[config.mk]
export PLATFORM = sky130hd
export DESIGN_NAME = store_monitor
export DESIGN_NICKNAME = d
export VERILOG_FILES = /design/src/rtl/store_monitor_pkg.sv /design/src/rtl/store_monitor_sync_fifo.sv /design/src/rtl/store_monitor.sv
export SDC_FILE = /design/constraint.sdc
export NUM_CORES = 1
export LEC_CHECK = 0
export ABC_AREA = 1
export CAP_MARGIN = 20
export CORE_MARGIN = 3
export CORE_UTILIZATION = 35
export DETAILED_ROUTE_END_ITERATION = 10
export PLACE_DENSITY = 0.58
export REMOVE_ABC_BUFFERS = 1
export SLEW_MARGIN = 30
export SYNTH_ARGS = -nofsm -noshare
export SYNTH_HDL_FRONTEND = slang
export SYNTH_HIERARCHICAL = 1
export SYNTH_SLANG_ARGS = --single-unit
[constraint.sdc]
create_clock -name clk -period 7 [get_ports clk]
set_clock_uncertainty 0.15 [all_clocks]
set_input_delay 0.7 -clock clk [delete_from_list [all_inputs] [get_ports clk]]
set_output_delay 0.7 -clock clk [all_outputs]
set_load 0.03 [all_outputs]
[src/rtl/store_monitor_pkg.sv]
// Shared types for the store monitor: verdict states and the trace entry layout.
package store_mon_pkg;
  localparam int ADDR_W = 32;
  localparam int DATA_W = 32;

  typedef enum logic [1:0] {
    ST_RUN  = 2'd0,
    ST_PASS = 2'd1,
    ST_FAIL = 2'd2
  } mon_state_e;

  typedef struct packed {
    logic [ADDR_W-1:0] addr;
    logic [DATA_W-1:0] data;
  } trace_entry_t;
endpackage

[src/rtl/store_monitor_sync_fifo.sv]
// Generic synchronous FIFO: registered head, pointers wrap modulo DEPTH, occupancy kept separately.
// A push at full is accepted only when a pop frees a slot in the same cycle; flush empties it.
module sync_fifo #(
  parameter int DEPTH = 8,
  parameter int W     = 64
) (
  input  logic                   clk,
  input  logic                   rst_n,
  input  logic                   flush,
  input  logic                   push,
  input  logic                   pop,
  input  logic [W-1:0]           wdata,
  output logic [W-1:0]           rdata,
  output logic                   full,
  output logic                   empty,
  output logic [$clog2(DEPTH):0] count
);
  localparam int PW = $clog2(DEPTH);
  localparam int CW = PW + 1;

  logic [W-1:0]  mem_q [DEPTH];
  logic [PW-1:0] wr_ptr_q, wr_ptr_d;
  logic [PW-1:0] rd_ptr_q, rd_ptr_d;
  logic [CW-1:0] count_q, count_d;
  logic          push_ok, pop_ok;

  assign full    = (count_q == CW'(DEPTH));
  assign empty   = (count_q == '0);
  assign pop_ok  = pop & ~empty;
  assign push_ok = push & (~full | pop_ok);
  assign rdata   = mem_q[rd_ptr_q];
  assign count   = count_q;

  always_comb begin
    wr_ptr_d = wr_ptr_q;
    rd_ptr_d = rd_ptr_q;
    count_d  = count_q;
    if (flush) begin
      wr_ptr_d = '0;
      rd_ptr_d = '0;
      count_d  = '0;
    end else begin
      if (push_ok) wr_ptr_d = wr_ptr_q + PW'(1);
      if (pop_ok)  rd_ptr_d = rd_ptr_q + PW'(1);
      count_d = count_q + CW'(push_ok) - CW'(pop_ok);
    end
  end

  always_ff @(posedge clk or negedge rst_n) begin
    if (!rst_n) begin
      wr_ptr_q <= '0;
      rd_ptr_q <= '0;
      count_q  <= '0;
    end else begin
      wr_ptr_q <= wr_ptr_d;
      rd_ptr_q <= rd_ptr_d;
      count_q  <= count_d;
    end
  end

  // Storage needs no reset: occupancy alone decides what is valid.
  always_ff @(posedge clk) begin
    if (push_ok && !flush) mem_q[wr_ptr_q] <= wdata;
  end
endmodule

[src/rtl/store_monitor.sv]
// Traces core stores into a FIFO and keeps a RUN/PASS/FAIL verdict on the store stream.
// STORE_MON_TIMEOUT_EN adds a watchdog that forces FAIL after TIMEOUT_CYC cycles in RUN.
module store_monitor
  import store_mon_pkg::*;
#(
  parameter int                DEPTH       = 8,
  parameter logic [ADDR_W-1:0] PASS_ADDR   = 32'd100,
  parameter logic [DATA_W-1:0] PASS_DATA   = 32'd25,
  parameter logic [ADDR_W-1:0] WIN_LO      = 32'd0,
  parameter logic [ADDR_W-1:0] WIN_HI      = 32'd255,
  parameter int unsigned       TIMEOUT_CYC = 10000
) (
  input  logic                   clk,
  input  logic                   reset,
  input  logic                   MemWrite,
  input  logic [ADDR_W-1:0]      DataAddr,
  input  logic [DATA_W-1:0]      WriteData,
  input  logic                   clear,
  output logic                   trace_valid,
  input  logic                   trace_ready,
  output logic [ADDR_W-1:0]      trace_addr,
  output logic [DATA_W-1:0]      trace_data,
  output logic [$clog2(DEPTH):0] trace_count,
  output logic                   overflow,
  output logic                   done,
  output logic                   pass,
  output logic                   fail,
  output logic                   timeout
);
  mon_state_e   state_q, state_d;
  logic         overflow_q, overflow_d;
  logic         push, fifo_full, fifo_empty, in_win;
  trace_entry_t wr_entry, head;

  assign push     = MemWrite & ~clear;
  assign wr_entry = '{addr: DataAddr, data: WriteData};
  // Single unsigned compare covers both window bounds, and stays sane when WIN_LO is 0.
  assign in_win   = (DataAddr - WIN_LO) <= (WIN_HI - WIN_LO);

  sync_fifo #(.DEPTH(DEPTH), .W($bits(trace_entry_t))) u_fifo (
    .clk   (clk),
    .rst_n (reset),
    .flush (clear),
    .push  (push),
    .pop   (trace_ready),
    .wdata (wr_entry),
    .rdata (head),
    .full  (fifo_full),
    .empty (fifo_empty),
    .count (trace_count)
  );

  assign trace_valid = ~fifo_empty;
  assign trace_addr  = trace_valid ? head.addr : '0;
  assign trace_data  = trace_valid ? head.data : '0;
  assign overflow    = overflow_q;
  assign done        = (state_q != ST_RUN);
  assign pass        = (state_q == ST_PASS);
  assign fail        = (state_q == ST_FAIL);

`ifdef STORE_MON_TIMEOUT_EN
  logic [31:0] cyc_q, cyc_d;
  logic        timeout_q, timeout_d;
  assign timeout = timeout_q;
`else
  assign timeout = 1'b0;
`endif

  always_comb begin
    state_d    = state_q;
    overflow_d = overflow_q | (push & fifo_full & ~trace_ready);
`ifdef STORE_MON_TIMEOUT_EN
    cyc_d     = cyc_q;
    timeout_d = timeout_q;
`endif
    if (clear) begin
      state_d    = ST_RUN;
      overflow_d = 1'b0;
`ifdef STORE_MON_TIMEOUT_EN
      cyc_d     = '0;
      timeout_d = 1'b0;
`endif
    end else if (state_q == ST_RUN) begin
      if (MemWrite) begin
        if (DataAddr == PASS_ADDR)
          state_d = (WriteData == PASS_DATA) ? ST_PASS : ST_FAIL;
        else if (!in_win)
          state_d = ST_FAIL;
      end
`ifdef STORE_MON_TIMEOUT_EN
      cyc_d = cyc_q + 32'd1;
      // A terminal store on the expiry cycle decides the verdict instead of the watchdog.
      if (state_d == ST_RUN && cyc_q == 32'(TIMEOUT_CYC - 1)) begin
        state_d   = ST_FAIL;
        timeout_d = 1'b1;
      end
`endif
    end
  end

  always_ff @(posedge clk or negedge reset) begin
    if (!reset) begin
      state_q    <= ST_RUN;
      overflow_q <= 1'b0;
`ifdef STORE_MON_TIMEOUT_EN
      cyc_q     <= '0;
      timeout_q <= 1'b0;
`endif
    end else begin
      state_q    <= state_d;
      overflow_q <= overflow_d;
`ifdef STORE_MON_TIMEOUT_EN
      cyc_q     <= cyc_d;
      timeout_q <= timeout_d;
`endif
    end
  end
endmodule

==> impl_metrics.env <==
export IMPL_r2r_start="u_fifo/count[2]"
export IMPL_r2r_cells=9
export IMPL_drtIter0Drc=1273
export IMPL_synth_edff_count=512
export IMPL_core_area_mm2=0.0610
export IMPL_slew_violations=0
export IMPL_cp_start_kind="register"
export IMPL_die_h_um=256
export IMPL_outcome="finished clean"
export IMPL_synth_async_reset_ratio=0.0248
export IMPL_ir_drop_mv=0.261
export IMPL_synth_top_area_frac=0.704
export IMPL_reg2reg_to="u_fifo/mem_q[4][8]"
export IMPL_avgSynthCellArea_um2=11.2
export IMPL_slowest_delay_ns=0.72
export IMPL_seq_area_mm2=0.0157
export IMPL_cp_max_fo=34
export IMPL_min_to="overflow"
export IMPL_finalHoldViolations=0
export IMPL_post_synth_top_count_cell="nor2_1"
export IMPL_yosys_top_cells_area="edfxtp_1 70%, nor2_1 8.9%, o21ai_0 6.1%, nand2_1 4.4%, o21ai_1 2.8%"
export IMPL_cts_sinks=525
export IMPL_cts_hold_buffers_added=0
export IMPL_antenna_found_initial=9
export IMPL_path_clk_slew_ns=0.06
export IMPL_hold_path_class="reg -> reg"
export IMPL_tightestPinTransition_ns=0.859
export IMPL_antenna_left=0
export IMPL_via_count=14500
export IMPL_fin_nets=2150
export IMPL_die_x_um=256
export IMPL_htreeDepth=2
export IMPL_firstDrtPassIters=7
export IMPL_min_period_ns=4.69
export IMPL_use_met2=0.260
export IMPL_worst_setup_path_end_kind="primary output"
export IMPL_areaGrowthSynthToFinish_pct=18.1
export IMPL_cp_required_ns=6.15
export IMPL_period_share=0.670
export IMPL_grt_pass1_vias=14300
export IMPL_ys_seq_elements=525
export IMPL_start_util=0.358
export IMPL_fin_hold_ws_ns=0.349
export IMPL_cellPowerDensity_mw_per_mm2=351
export IMPL_worstPathArrival_ns=3.84
export IMPL_drt_total_wl_um=54300
export IMPL_cts_root_buffer="clkbuf_16"
export IMPL_hold_depth=2
export IMPL_yosysTopAreaCell="edfxtp_1"
export IMPL_rows=90
export IMPL_crit_chain="inv_2 -> buf_4 -> nand2_1 -> nand2_1 -> inv_1 -> nor2_1 -> clkdlybuf4s50_1"
export IMPL_crit_type="reg -> out"
export IMPL_gp_congestion=0.753
export IMPL_drv_cap=0
export IMPL_yosysUniqueCellTypes=27
export IMPL_tritoncts="done"
export IMPL_max_slew_margin=0.427
export IMPL_drc_errors=0
export IMPL_yosys_warnings=6
export IMPL_syn_inst=1959
export IMPL_rsz0062_at_grt="false"
export IMPL_grt_max_degree=165
export IMPL_cts_buffers_inserted=52
export IMPL_postCtsSetupBuffers=0
export IMPL_fillers=5805
export IMPL_pin_count=143
export IMPL_p_total_mw=9.05
export IMPL_cts_resized=0
export IMPL_layout_drive_gt1_share=0.0540
export IMPL_crit_slowest_cell="inv_2"
export IMPL_grt_usage=0.163
export IMPL_dp_hpwl_um=30600
export IMPL_multi_input_area_mm2=0.00525
export IMPL_grt_use_met1=0.226
export IMPL_io_buffers=141
export IMPL_grt_ovfl_total=0
export IMPL_crit_path_frequent_cell="nand2_1"
export IMPL_p_leak_nw=9.11
export IMPL_clock_insertion_delay_worst_skew_ns=0.58
export IMPL_max_freq_mhz=213
export IMPL_setup_viol=0
export IMPL_viasPerCell=4.93
export IMPL_grtUsageMet3=0.0362
export IMPL_hp_start="overflow"
export IMPL_grt_first_pass_wirelength_um=84300
export IMPL_cts_buffer_depth=3
export IMPL_r2r_slack_ns=3.49
export IMPL_syn_area_mm2=0.0219
export IMPL_busiest_layer="met2"
export IMPL_wire_per_inst_um=18.4
export IMPL_seq_area_frac_synth=0.718
export IMPL_synth_common_cells="520 x nor2_1, 512 x edfxtp_1, 266 x o21ai_0, 254 x nand2_1, 121 x o21ai_1"
export IMPL_synth_main_ff_cell="edfxtp_1"
export IMPL_die_area_mm2=0.0655
[layer usage]
metal,vias up,part of all wire
li1,6891,-
met1,7245,0.46
met2,328,0.47
met3,71,0.055
met4,4,0.018
met5,-,0.00044
[where the power goes]
part	internal, mW	switching [mW]
sequential	3.50	0.0399
clock	1.44	1.12
combinational	0.988	1.96
total	5.93	3.12
[registers in the layout, summed over array words and instances, names as in the netlist]
name	flops
u_fifo/count	4
u_fifo/rd_ptr_q	3
u_fifo/mem_q	512
state_q	2
overflow	1
u_fifo/wr_ptr_q	3
[worst max-delay path by stage]
stage | startpoint | end | slack, ns | cells after the start
after global routing | u_fifo/rd_ptr_q[2] | trace_data[13] | 2.16 | 7
after detailed placement | clear | u_fifo/mem_q[4][61] | 2.78 | 6
final | u_fifo/rd_ptr_q[2] | trace_data[13] | 2.31 | 7
after global placement | clear | u_fifo/mem_q[6][46] | 2.69 | 5
after CTS | u_fifo/rd_ptr_q[1] | trace_data[21] | 2.19 | 8
after floorplan | u_fifo/rd_ptr_q[0] | trace_addr[0] | -1.56 | 7
[worst max-delay path: cells and delay by family, from the launching register on]
family,cells,cell delay [ns]
buffers and inverters,4,2.12
AND/OR/NAND/NOR,3,0.38
flip-flops,1,0.68
[cells by family (layout without fill, tap and decap cells)]
group	after synthesis	count (layout)	synth area share
AO/OA/AOI/OAI	391	391	0.0897
AND/OR/NAND/NOR	807	807	0.141
other	1	8	0.000172
adder cells (fa/ha/maj)	8	8	0.00492
buffers and inverters	224	377	0.0443
XOR/XNOR	3	3	0.00120
flip-flops	525	525	0.718
[through the flow]
step	setup slack, ns	setup TNS [ns]	util	instance area, um2	instances
2_1_floorplan	-1.56	-100.06	-	21300	1851
3_3_place_gp	2.69	0	0.394	24100	2840
3_5_place_dp	2.78	0	0.397	24200	2846
4_1_cts	2.19	0	0.422	25800	2939
5_1_grt	2.16	0	0.423	25800	2943
6_report	2.31	0	0.423	25800	2947
[final cells by class]
| type | count | area share |
|---|---|---|
| antenna | 7 | 0.000679 |
| clock buffer | 71 | 0.0548 |
| inverter | 116 | 0.0172 |
| timing repair buffer | 168 | 0.0704 |
| clock inverter | 22 | 0.00465 |
| multi-input combinational | 1210 | 0.203 |
| tap | 828 | 0.0401 |
| sequential | 525 | 0.609 |
[cells in the final DEF (no fill, tap or decap)]
cell type and n:
o21ai_1 121, nand3_1 21, diode_2 7, nand2_1 254, fa_1 1, nor2_2 4, xor2_1 2, nand2_2 2
ha_1 7, inv_8 1, clkbuf_8 2, clkinv_2 10, clkdlybuf4s50_1 141, buf_12 5, bufinv_16 1, dfrtp_4 3
and2_1 2, nor2_4 8, inv_2 2, o21ai_0 266, buf_4 15, clkbuf_16 53, clkinv_1 12, a21oi_1 3
edfxtp_1 512, nor2_1 512, o21ai_2 1, buf_16 7, nor3b_1 1, inv_1 112, dfrtp_1 10, xnor2_1 1
conb_1 1, nand4_1 3, clkbuf_1 16
Note: power is estimated with default switching activity, not from simulation.
